File: config.mk
export PLATFORM = sky130hd
export DESIGN_NAME = mc_controller_ws
export DESIGN_NICKNAME = d
export VERILOG_FILES = /design/src/rtl/mc_ctrl_pkg.sv /design/src/rtl/cond_unit.sv /design/src/rtl/mc_controller_ws.sv
export SDC_FILE = /design/constraint.sdc
export NUM_CORES = 1
export LEC_CHECK = 0
export CAP_MARGIN = 20
export CELL_PAD_IN_SITES_DETAIL_PLACEMENT = 0
export CELL_PAD_IN_SITES_GLOBAL_PLACEMENT = 2
export CORE_MARGIN = 2
export CORE_UTILIZATION = 26
export DETAILED_ROUTE_END_ITERATION = 16
export GPL_ROUTABILITY_DRIVEN = 0
export PLACE_DENSITY = 0.86
export SLEW_MARGIN = 15
export SYNTH_ARGS = -nofsm -noshare
export SYNTH_HDL_FRONTEND = slang
export SYNTH_HIERARCHICAL = 1
export SYNTH_SLANG_ARGS = --single-unit
File: constraint.sdc
create_clock -name clk -period 5.7 [get_ports clk]
set_clock_uncertainty 0.1 [all_clocks]
set_input_delay 0.855 -clock clk [delete_from_list [all_inputs] [get_ports clk]]
set_output_delay 0.855 -clock clk [all_outputs]
set_load 0.05 [all_outputs]
File: src/rtl/mc_ctrl_pkg.sv
// -----------------------------------------------------------------------------
// mc_ctrl_pkg
// Shared definitions for the multicycle controller with memory wait states.
//   state_t    : FSM state encoding
//   cond_t     : ARM condition-code field encoding
//   ALU_*      : ALUControl output codes
//   CMD_*      : data-processing cmd field (funct[4:1]) values
//   OP_*       : instruction op field values
//   alu_decode : maps a DP cmd to its ALUControl code, writeback and CMP flags
// -----------------------------------------------------------------------------
package mc_ctrl_pkg;

    typedef enum logic [3:0] {
        FETCH    = 4'd0,
        DECODE   = 4'd1,
        MEMADR   = 4'd2,
        MEMREAD  = 4'd3,
        MEMWB    = 4'd4,
        MEMWRITE = 4'd5,
        EXECR    = 4'd6,
        EXECI    = 4'd7,
        ALUWB    = 4'd8,
        BRANCH   = 4'd9
    } state_t;

    typedef enum logic [3:0] {
        COND_EQ, COND_NE, COND_CS, COND_CC,
        COND_MI, COND_PL, COND_VS, COND_VC,
        COND_HI, COND_LS, COND_GE, COND_LT,
        COND_GT, COND_LE, COND_AL, COND_NV
    } cond_t;

    localparam logic [3:0] ALU_ADD = 4'b0000;
    localparam logic [3:0] ALU_SUB = 4'b0010;
    localparam logic [3:0] ALU_AND = 4'b0100;
    localparam logic [3:0] ALU_ORR = 4'b0110;
    localparam logic [3:0] ALU_EOR = 4'b1000;

    localparam logic [3:0] CMD_ADD = 4'b0100;
    localparam logic [3:0] CMD_SUB = 4'b0010;
    localparam logic [3:0] CMD_AND = 4'b0000;
    localparam logic [3:0] CMD_ORR = 4'b1100;
    localparam logic [3:0] CMD_EOR = 4'b0001;
    localparam logic [3:0] CMD_CMP = 4'b1010;

    localparam logic [1:0] OP_DP  = 2'b00;
    localparam logic [1:0] OP_MEM = 2'b01;
    localparam logic [1:0] OP_BR  = 2'b10;

    typedef struct packed {
        logic [3:0] alu_ctrl;
        logic       writeback;
        logic       is_cmp;
    } alu_dec_t;

    // Unsupported cmds fall back to ADD with no writeback so the FSM simply
    // returns to FETCH without touching the register file.
    function automatic alu_dec_t alu_decode(input logic [3:0] cmd);
        alu_dec_t d;
        d = '{alu_ctrl: ALU_ADD, writeback: 1'b0, is_cmp: 1'b0};
        case (cmd)
            CMD_ADD: d = '{alu_ctrl: ALU_ADD, writeback: 1'b1, is_cmp: 1'b0};
            CMD_SUB: d = '{alu_ctrl: ALU_SUB, writeback: 1'b1, is_cmp: 1'b0};
            CMD_AND: d = '{alu_ctrl: ALU_AND, writeback: 1'b1, is_cmp: 1'b0};
            CMD_ORR: d = '{alu_ctrl: ALU_ORR, writeback: 1'b1, is_cmp: 1'b0};
            CMD_EOR: d = '{alu_ctrl: ALU_EOR, writeback: 1'b1, is_cmp: 1'b0};
            CMD_CMP: d = '{alu_ctrl: ALU_SUB, writeback: 1'b0, is_cmp: 1'b1};
            default: d = '{alu_ctrl: ALU_ADD, writeback: 1'b0, is_cmp: 1'b0};
        endcase
        return d;
    endfunction

endpackage

File: src/rtl/cond_unit.sv
// -----------------------------------------------------------------------------
// cond_unit
// Holds the NZCV flags register and evaluates the instruction condition field
// against the stored flags.
//   clk, reset : clock, async active-high reset (clears flags)
//   cond       : instruction condition field
//   alu_flags  : NZCV from the ALU in the current cycle
//   flag_req   : controller wants the flags updated at the end of this cycle
//   cond_ex    : condition passes against stored flags
//   flags      : stored NZCV
// -----------------------------------------------------------------------------
module cond_unit
    import mc_ctrl_pkg::*;
(
    input  logic       clk,
    input  logic       reset,
    input  logic [3:0] cond,
    input  logic [3:0] alu_flags,
    input  logic       flag_req,
    output logic       cond_ex,
    output logic [3:0] flags
);

    logic n, z, c, v;
    assign {n, z, c, v} = flags;

    // A failed condition also blocks the flag update.
    // NOTE: sequential state uses <= so every register samples pre-edge values.
    always_ff @(posedge clk or posedge reset) begin
        if (reset) begin
            flags <= 4'b0000;
        end else if (flag_req && cond_ex) begin
            flags <= alu_flags;
        end
    end

    // NOTE: cond_ex gets a default first so no path leaves it unassigned (no latch).
    always_comb begin
        cond_ex = 1'b0;
        case (cond_t'(cond))
            COND_EQ: cond_ex = z;
            COND_NE: cond_ex = ~z;
            COND_CS: cond_ex = c;
            COND_CC: cond_ex = ~c;
            COND_MI: cond_ex = n;
            COND_PL: cond_ex = ~n;
            COND_VS: cond_ex = v;
            COND_VC: cond_ex = ~v;
            COND_HI: cond_ex = c & ~z;
            COND_LS: cond_ex = ~c | z;
            COND_GE: cond_ex = (n == v);
            COND_LT: cond_ex = (n != v);
            COND_GT: cond_ex = ~z & (n == v);
            COND_LE: cond_ex = z | (n != v);
            COND_AL: cond_ex = 1'b1;
            default: cond_ex = 1'b0;
        endcase
    end

endmodule

File: src/rtl/mc_controller_ws.sv
// -----------------------------------------------------------------------------
// mc_controller_ws
// Multicycle ARM-subset controller with memory wait-state support.
// Parameters:
//   MEM_HANDSHAKE : 0 = fixed-latency memory, 1 = MemReady handshake
//   MEM_WAIT      : extra wait cycles per access when MEM_HANDSHAKE=0 (0..15)
// Ports:
//   clk, reset         : clock, async active-high reset
//   Instr[19:0]        : instruction bits [31:12]
//   ALUFlags           : NZCV from the ALU this cycle
//   MemReady           : memory done (handshake mode only)
//   MemReq             : a memory access is in progress
//   PCWrite, MemWrite, RegWrite, IRWrite, AdrSrc : datapath strobes/selects
//   RegSrc, ALUSrcA, ALUSrcB, ResultSrc, ImmSrc  : datapath selects
//   ALUControl         : ALU operation
// -----------------------------------------------------------------------------
module mc_controller_ws
    import mc_ctrl_pkg::*;
#(
    parameter int MEM_HANDSHAKE = 0,
    parameter int MEM_WAIT      = 0
) (
    input  logic        clk,
    input  logic        reset,
    input  logic [19:0] Instr,
    input  logic [3:0]  ALUFlags,
    input  logic        MemReady,
    output logic        MemReq,
    output logic        PCWrite,
    output logic        MemWrite,
    output logic        RegWrite,
    output logic        IRWrite,
    output logic        AdrSrc,
    output logic [1:0]  RegSrc,
    output logic [1:0]  ALUSrcA,
    output logic [1:0]  ALUSrcB,
    output logic [1:0]  ResultSrc,
    output logic [1:0]  ImmSrc,
    output logic [3:0]  ALUControl
);

    logic [3:0] cond;
    logic [1:0] op;
    logic [5:0] funct;
    logic       unused_instr;

    assign cond  = Instr[19:16];
    assign op    = Instr[15:14];
    assign funct = Instr[13:8];
    // Rd and the low operand bits are datapath concerns only.
    assign unused_instr = ^Instr[7:0];

    assign ImmSrc = op;
    assign RegSrc = {op == OP_MEM, op == OP_BR};

    state_t     state, state_next;
    logic [3:0] wait_cnt;
    logic       mem_state;
    logic       mem_ok;
    logic       cond_ex;
    logic       flag_req;
    alu_dec_t   dec;

    assign dec       = alu_decode(funct[4:1]);
    assign mem_state = (state == FETCH) || (state == MEMREAD) || (state == MEMWRITE);
    assign mem_ok    = (MEM_HANDSHAKE != 0) ? MemReady : (wait_cnt == 4'(MEM_WAIT));

    cond_unit u_cond (
        .clk       (clk),
        .reset     (reset),
        .cond      (cond),
        .alu_flags (ALUFlags),
        .flag_req  (flag_req),
        .cond_ex   (cond_ex),
        .flags     ()
    );

    always_ff @(posedge clk or posedge reset) begin
        if (reset) begin
            state <= FETCH;
        end else begin
            state <= state_next;
        end
    end

    // The counter only runs while a memory state is stalled; any completed
    // access or non-memory state leaves it at zero, so every memory state is
    // entered with a fresh count.
    always_ff @(posedge clk or posedge reset) begin
        if (reset) begin
            wait_cnt <= 4'd0;
        end else if (mem_state && !mem_ok) begin
            wait_cnt <= wait_cnt + 4'd1;
        end else begin
            wait_cnt <= 4'd0;
        end
    end

    always_comb begin
        state_next = state;
        MemReq     = 1'b0;
        PCWrite    = 1'b0;
        MemWrite   = 1'b0;
        RegWrite   = 1'b0;
        IRWrite    = 1'b0;
        AdrSrc     = 1'b0;
        ALUSrcA    = 2'b00;
        ALUSrcB    = 2'b00;
        ResultSrc  = 2'b00;
        ALUControl = ALU_ADD;
        flag_req   = 1'b0;

        case (state)
            FETCH: begin
                MemReq    = 1'b1;
                ALUSrcA   = 2'b01;
                ALUSrcB   = 2'b10;
                ResultSrc = 2'b10;
                if (mem_ok) begin
                    IRWrite    = 1'b1;
                    PCWrite    = 1'b1;
                    state_next = DECODE;
                end
            end
            DECODE: begin
                ALUSrcA   = 2'b01;
                ALUSrcB   = 2'b10;
                ResultSrc = 2'b10;
                case (op)
                    OP_MEM:  state_next = MEMADR;
                    OP_BR:   state_next = BRANCH;
                    OP_DP:   state_next = funct[5] ? EXECI : EXECR;
                    default: state_next = FETCH;
                endcase
            end
            MEMADR: begin
                ALUSrcB    = 2'b01;
                state_next = funct[0] ? MEMREAD : MEMWRITE;
            end
            MEMREAD: begin
                MemReq = 1'b1;
                AdrSrc = 1'b1;
                if (mem_ok) begin
                    state_next = MEMWB;
                end
            end
            MEMWB: begin
                ResultSrc  = 2'b01;
                RegWrite   = cond_ex;
                state_next = FETCH;
            end
            MEMWRITE: begin
                MemReq = 1'b1;
                AdrSrc = 1'b1;
                if (mem_ok) begin
                    MemWrite   = cond_ex;
                    state_next = FETCH;
                end
            end
            EXECR, EXECI: begin
                ALUSrcB    = (state == EXECI) ? 2'b01 : 2'b00;
                ALUControl = dec.alu_ctrl;
                flag_req   = funct[0] | dec.is_cmp;
                state_next = dec.writeback ? ALUWB : FETCH;
            end
            ALUWB: begin
                RegWrite   = cond_ex;
                state_next = FETCH;
            end
            BRANCH: begin
                ALUSrcA    = 2'b10;
                ALUSrcB    = 2'b01;
                ResultSrc  = 2'b10;
                PCWrite    = cond_ex;
                state_next = FETCH;
            end
            default: state_next = FETCH;
        endcase
    end

endmodule

# Word-level counts from Yosys, hierarchy flattened
# Index checks and enable logic that the tools add are counted.
# Widths: inputs -> output; s select.
[word_totals]
n_memories = 0
input_bits = 27
register_bits = 12
output_inout_bits = 20
latchBits = 0
mem_bits_rw = 0
mem_bits_ro = 0
[classes]
n_shift = 0
n_div = 0
mux = 25
n_eq_ne = 35
n_bitwise = 9
addsub = 1
order_cmp = 0
n_mul = 0
reduce_logical = 18
[op_table]
columns = ["operator", "count"]
rows = [
  ["$eq 4x4->1 const B", 11],
  ["$eq 4x3->1 const B", 9],
  ["$pmux 6 s6", 1],
  ["$mux 4", 6],
  ["$pmux 4 s6", 1],
  ["$eq 4x2->1 const B", 5],
  ["$logic_not 4->1", 4],
  ["$pmux 1 s15", 1],
  ["$eq 4x1->1 const B", 3],
  ["$pmux 4 s3", 1],
  ["$mux 1", 10],
  ["$reduce_or 2->1", 5],
  ["$pmux 2 s2", 2],
  ["$ne 2x2->1 const B", 3],
  ["$pmux 2 s3", 1],
  ["$reduce_or 3->1", 2],
  ["$add 4x1->4 const B", 1],
  ["$not 1->1", 4],
  ["$mux 3", 1],
  ["$or 1x1->1", 3],
  ["$reduce_and 3->1", 1],
  ["$and 1x1->1", 2],
  ["$eq 2x1->1 const B", 1],
  ["$eq 2x2->1 const B", 1],
  ["7 further kinds", 9],
]

# Longest topological paths before layout
# Gate-level depths: netlist of the first run.
[logic_depth]
ltp_word = 5
ltp_mapped = 6
depth_no_buf = 5

# Modules after synthesis
# The synthesis of the first run kept the hierarchy.
[by_module_without_submodules]
columns = ["module", "seq_area_each_um2", "cells_per_inst", "instances", "area_per_inst_um2"]
rows = [
  ["mc_controller_ws", 200.2, 91, 1, 737.0],
  ["cond_unit", 100.1, 42, 1, 415.4],
]

# Worst setup path after synthesis of the first run
# OpenSTA, ideal clock, no wires.
[synth_path]
path_kind = "input port to output port"
startpoint = "input Instr[11]"
endpoint = "output ALUControl[2]"
t_arrival_ps = 2472
slack_ps = 2273
path_stages = 3
cell_sequence = "nor2_1 > nor2b_1 > nor4_1"
[synth_between]
elab_chain_len = 3
word_cells_on_any_way = 8
[synth_lines]
columns = ["item", "line_no", "text"]
rows = [
  ["start: declaration", "mc_controller_ws.sv:25", "input logic [19:0] Instr,"],
  ["$eq 4x4->1, or another cell as far along", "mc_ctrl_pkg.sv:61", "case (cmd)"],
  ["$pmux 6 s6 (*)", "mc_ctrl_pkg.sv:61", ""],
  ["$mux 4 (*)", "mc_controller_ws.sv:113", "case (state)"],
  ["end: declaration", "mc_controller_ws.sv:39", "output logic [3:0] ALUControl"],
]
# Every way passes the cells marked *; elsewhere a longest branch is shown, timed or not.

# Worst setup path after layout of the first run
[layout_path]
startpoint = "input Instr[16]"
endpoint = "output MemWrite"
[layout_between]
elab_chain_len = 4
word_cells_on_any_way = 18
[layout_lines]
columns = ["item", "line_no", "text"]
rows = [
  ["$eq 4x4->1, or another cell as far along", "cond_unit.sv:40", "case (cond_t'(cond))"],
  ["$pmux 1 s15 (*)", "cond_unit.sv:40", ""],
  ["named net cond_ex", "mc_controller_ws.sv:60", "logic cond_ex;"],
  ["$mux 1 (*)", "mc_controller_ws.sv:155", "if (mem_ok) begin"],
  ["$mux 1 (*)", "mc_controller_ws.sv:113", ""],
  ["end: declaration", "mc_controller_ws.sv:30", "output logic MemWrite,"],
]
# Mark *: on every way through the listed nets, which the timed path passes. The rest lies on a longest branch.

==> results.toml, run 1 <==
[floorplanning]
die_area_um2 = 4980
num_rows = 24
die_w_um = 70.6
start_util_pct = 26.6
core_area_um2 = 4320
io_pins = 47
die_h_um = 70.6

[clocking]
tritoncts = "yes"
clkTransAtPathRegs_ps = 50
cts_buffers = 3
htreeDepth = 1
postCtsResizedCells = 0
hold_buffers = 0
clkSinkCount = 12
root_buffer = "clkbuf_8"
cts_buffer_depth = 2
clock_latency_ps = 240
cts_setup_buffers = 0

[power_and_ir_drop]
p_leak_nw = 0.618
p_per_area_nw_per_um2 = 476
p_total_mw = 0.744
irDropWorstVdd_mv = 0.196

[finish]
final_util_pct = 36.2
regArea_um2 = 300
syn2layout_area_growth_pct = 35.8
diodes = 0
multi_input_area_um2 = 751
drive_gt1_share_pct = 11.1
fill_cells = 427
fin_nets = 192

[global_route]
grt_pass1_wl_um = 4800
grt_usage_pct = 11.7
antenna_found_initial = 0
grt_pass1_vias = 1029
grt_overflow_total = 0
grt_max_degree = 15

[sta]
rsz0062_at_grt = "false"
report.final.slew_viol_count = 0
maxSlewHeadroom_pct = 65.8
fmax_ghz = 0.219
setup_slack_ps = 1130
hold_viol = 0
fin_crit_ps = 4570
setup_viol = 0
setup_tns_ps = 0
period_share_pct = 80.1
tightest_slew_ps = 511

[synthesis]
synth_warnings = 6
postSynthCellCount = 133
ys_seq_elements = 12
synth_area_um2 = 1150
ys_async_sr_fraction_pct = 100
ys_dominant_reg_cell = "dfrtp_1"
ys_seq_area_share_pct = 26.1
synth.distinct_cells = 51
avgSynthCellArea_um2 = 8.66
yosysTopAreaCell = "dfrtp_1"
syn-num-nets = 162
synthTopCellsByArea = "dfrtp_1 26%, xnor2_1 3.8%, nor2_1 3.6%, buf_4 3.3%, nor3_1 3.0%"
synth_top_area_share_pct = 26.1
synth-edff-count = 0

[critical_path]
reg2reg_from = "u_cond/flags[0]"
reg2reg_depth = 5
cp_slowest_stage_delay_ps = 700
path_max_fanout = 11
critical-path-slowest-cell = "clkdlybuf4s50_1"
path_cells = "clkdlybuf4s50_1, xnor2_1, o22ai_1, a221o_1, or3_2, and4_2, clkdlybuf4s50_1"
worstSetupPathType = "in2out"
path_buf_inv = 2
cp.arrival_ps = 3610
crit_path_frequent_cell = "clkdlybuf4s50_1"
crit_required_ps = 4740
critPathTopFamily = "buffers and inverters"
r2r_end = "u_cond/flags[0]"
r2r_slack_ps = 3470
start_kind = "primary input"
end_kind = "primary output"

[detailed_routing]
remaining_drc_errors = 0
viasPerCell = 5.00
wl_per_cell_um = 13.0
drtAntennaViolNets = 0
dr.pass1.iters = 4
vias = 1070
drtIter0Drc = 66
drt-total-wl_um = 2780

[place]
dpl_worst_slack_ps = 1120
hpwl_um = 2210
portBuffers = 36

[min_path]
hp-class = "reg2reg"
min_path_cells = 1
min_from = "wait_cnt[0]"
min_to = "wait_cnt[0]"

[status]
status = "complete, no violations"

[job]
cap_viol_max_count = 0
==> power breakdown <==
part | switching, mW | total (mW) | internal, mW
registers | 0.0572 | 0.164 | 0.107
clock network | 0.0327 | 0.0938 | 0.0611
logic | 0.299 | 0.486 | 0.187
==> worst max path at each step <==
stage | depth (start not counted) | slack (ps) | from | end
floorplan | 3 | 2270 | Instr[11] | ALUControl[2]
CTS | 7 | 1120 | Instr[16] | MemWrite
global placement | 7 | 1130 | Instr[16] | MemWrite
finish | 7 | 1130 | Instr[16] | MemWrite
detailed placement | 7 | 1120 | Instr[16] | MemWrite
global route | 7 | 980 | Instr[19] | MemWrite
==> cells by family (layout without fill, tap and decap cells) <==
kind of cell	count (synthesis)	count (layout)	synth area share, %
AOI/OAI and AO/OA	26	26	18.7
other	1	1	0.325
muxes	5	5	5.54
xor gates and xnor gates	8	8	6.08
buffers and inverters	20	49	8.80
and+or+nand+nor	59	59	32.4
adders and majority gates	2	2	2.17
DFF	12	12	26.1
==> metal layers <==
layer | global-route usage [%] | wire length (um) | up-vias
li1 | - | - | 533
met1 | 15.2 | 1270 | 494
met2 | 19.2 | 1270 | 40
met3 | 4.42 | 217 | 3
met4 | 1.89 | 17 | 0
met5 | 0 | 0 | -
==> flip-flops by register name (all words and copies together) (netlist names) <==
signal / cells
u_cond/flags: 4
wait_cnt: 4
state: 4
==> synthesized netlist by cell type (2+ instances only) <==
library cell and n:
dfrtp_1 12, nand3b_1 3, a211oi_1 2, nor2_1 11, mux2_4 2, a21oi_1 4, nor3_1 7, xnor2_1 5
nand2_1 6, and2b_1 2, nor2b_1 4, inv_1 9, o22ai_1 2, buf_2 6, and3_1 3, xor2_1 3
nor4bb_1 2, nand3_1 3, nor3b_1 3, buf_4 5, ha_1 2, o21ai_0 5, nor4_1 3, mux2_1 2
==> worst register-to-register path, cell delays in order (launching register included) <==
cell	delay (ps)
dfrtp_1	440
xnor2_1	290
o22ai_1	140
a221o_1	410
o31ai_4	370
mux2_1	360
==> cells in the final DEF (no fill, tap or decap), types with 2 or more instances in the layout <==
cell type	instances
dfrtp_1	12
nand2_1	6
nor3_1	7
xnor2_1	5
nor3b_1	3
nand3_1	3
nor2_1	11
nor4bb_1	2
clkdlybuf4s50_1	36
nand3b_1	3
and3_1	3
xor2_1	3
nor2b_1	4
o22ai_1	2
a21oi_1	4
clkbuf_8	4
mux2_4	2
ha_1	2
and2b_1	2
inv_1	9
nor4_1	3
mux2_1	2
a211oi_1	2
o21ai_0	5
==> stage by stage <==
stage,std cells,cell area [um2],hold slack [ps]
finish,214,1570,425
global placement,210,1510,388
CTS,214,1570,421
global route,214,1570,431
floorplan,133,1150,365
detailed placement,210,1510,414
==> layout make-up <==
type / count / area share [%]
clock buffer: 4 / 3.52
inverter: 9 / 2.16
multi-input combinational: 101 / 48.0
sequential: 12 / 19.2
tap: 52 / 4.16
timing repair buffer: 36 / 23.0
Note: power is estimated with default switching activity, not from simulation.
==> run 2: changes to the inputs <==
--- a/config.mk
+++ b/config.mk
@@ -9,10 +9,10 @@
 export CELL_PAD_IN_SITES_DETAIL_PLACEMENT = 0
 export CELL_PAD_IN_SITES_GLOBAL_PLACEMENT = 2
 export CORE_MARGIN = 2
-export CORE_UTILIZATION = 26
+export CORE_UTILIZATION = 22
 export DETAILED_ROUTE_END_ITERATION = 16
 export GPL_ROUTABILITY_DRIVEN = 0
-export PLACE_DENSITY = 0.86
+export PLACE_DENSITY = 0.78
 export SLEW_MARGIN = 15
 export SYNTH_ARGS = -nofsm -noshare
 export SYNTH_HDL_FRONTEND = slang
==> constraint.sdc (replaced) <==
create_clock -name clk -period 3.7 [get_ports clk]
set_clock_uncertainty 0.1 [all_clocks]
set_input_delay 0.555 -clock clk [delete_from_list [all_inputs] [get_ports clk]]
set_output_delay 0.555 -clock clk [all_outputs]
set_load 0.05 [all_outputs]
==> results.toml, run 2 (synthesized netlist as in run 1, its figures left out) <==
[detailed_routing]
drtAntennaViolNets = 0
dr.pass1.iters = 4
drtIter0Drc = 53
remaining_drc_errors = 0
vias = 1066
drt-total-wl_um = 2700
viasPerCell = 4.61
wl_per_cell_um = 11.7

[clocking]
cts_buffer_depth = 2
clock_latency_ps = 240
hold_buffers = 0
htreeDepth = 1
cts_buffers = 3
postCtsResizedCells = 0
clkTransAtPathRegs_ps = 50
tritoncts = "yes"
clkSinkCount = 12
cts_setup_buffers = 0
root_buffer = "clkbuf_8"

[sta]
setup_tns_ps = 0
setup_viol = 0
rsz0062_at_grt = "false"
fmax_ghz = 0.288
report.final.slew_viol_count = 0
tightest_slew_ps = 503
period_share_pct = 93.7
fin_crit_ps = 3470
maxSlewHeadroom_pct = 66.4
hold_viol = 0

[critical_path]
end_kind = "primary output"
reg2reg_from = "u_cond/flags[0]"
r2r_slack_ps = 1460
r2r_end = "u_cond/flags[0]"
crit_required_ps = 3040
start_kind = "primary input"
worstSetupPathType = "in2out"
reg2reg_depth = 5
cp.arrival_ps = 2810
path_max_fanout = 11

[floorplanning]
start_util_pct = 22.7
io_pins = 47
num_rows = 26
die_w_um = 76.4
die_h_um = 76.4
die_area_um2 = 5830
core_area_um2 = 5070

[power_and_ir_drop]
p_leak_nw = 0.616
p_per_area_nw_per_um2 = 712
irDropWorstVdd_mv = 0.349

[global_route]
grt_overflow_total = 0
grt_max_degree = 15
grt_pass1_wl_um = 4630
antenna_found_initial = 0
grt_pass1_vias = 1005
grt_usage_pct = 9.46

[place]
dp_cells = 228
portBuffers = 36
hpwl_um = 2170
postPlaceCellArea_um2 = 1530

[min_path]
min_path_cells = 1
hp-class = "reg2reg"
min_from = "wait_cnt[0]"
min_to = "wait_cnt[0]"

[finish]
final_area_um2 = 1570
drive_gt1_share_pct = 12.4
final_cell_mix = "33 x clkdlybuf4s50_1, 12 x dfrtp_1, 11 x nor2_1, 9 x inv_1, 7 x nor3_1"
final_util_pct = 30.9
reg_top3 = "state (4), u_cond/flags (4), wait_cnt (4)"
stdcell_count = 231
final_common_cell = "clkdlybuf4s50_1"
fill_cells = 545
syn2layout_area_growth_pct = 35.9
fin_nets = 192
diodes = 0

[job]
cap_viol_max_count = 0

[status]
status = "complete, no violations"
[run 2: cell count changes in the layout (fill, tap and decap cells not counted)]
cell             previous run  this run
buf_4                       0         3
clkbuf_8                    4         3
clkdlybuf4s50_1            36        33
[run 2: final cells by class]
class	count	area [um2]	share of cell area (%)
tap	70	87.6	5.59
timing repair buffer	36	353	22.5
multi-input combinational	101	751	47.9
sequential	12	300	19.2
clock buffer	3	41.3	2.64
inverter	9	33.8	2.16
[run 2: stage by stage]
step	power (mW)	setup WS (ps)	hold slack, ps
floorplan	0.804	790	221
finish	1.11	232	405
global placement	0.991	247	381
CTS	1.13	223	404
detailed placement	1.00	227	402
global route	1.19	110	434
[run 2: routing by layer]
metal / part of all wire, % / track usage, % / vias to the layer above
met5: 0 / 0 / -
met4: 0.52 / 2.18 / 0
met3: 7.3 / 3.08 / 2
met2: 44 / 15.7 / 41
met1: 48 / 12.0 / 489
li1: - / - / 534
[run 2: worst max-delay path, stage by stage]
cell and delay, ps:
clkdlybuf4s50_1 670, xnor2_1 170, o22ai_1 110, a221o_1 410, or3_2 510, and4_2 200, buf_4 180
[run 2: worst max path at each step]
stage | from | end | slack, ps | cells past startpoint
finish | Instr[16] | MemWrite | 230 | 7
global route | Instr[16] | MemWrite | 110 | 7
CTS | Instr[16] | MemWrite | 220 | 7
detailed placement | Instr[16] | MemWrite | 230 | 7
global placement | Instr[16] | MemWrite | 250 | 7
floorplan | state[2] | ALUControl[2] | 790 | 4
[run 2: power by group]
| part | total [mW] | internal (mW) | switching [mW] | leakage (nW) |
|---|---|---|---|---|
| clock | 0.117 | 0.0716 | 0.0457 | 0.0216 |
| sequential | 0.254 | 0.165 | 0.0888 | 0.160 |
| combinational | 0.744 | 0.283 | 0.460 | 0.435 |
| total | 1.11 | 0.520 | 0.595 | 0.616 |
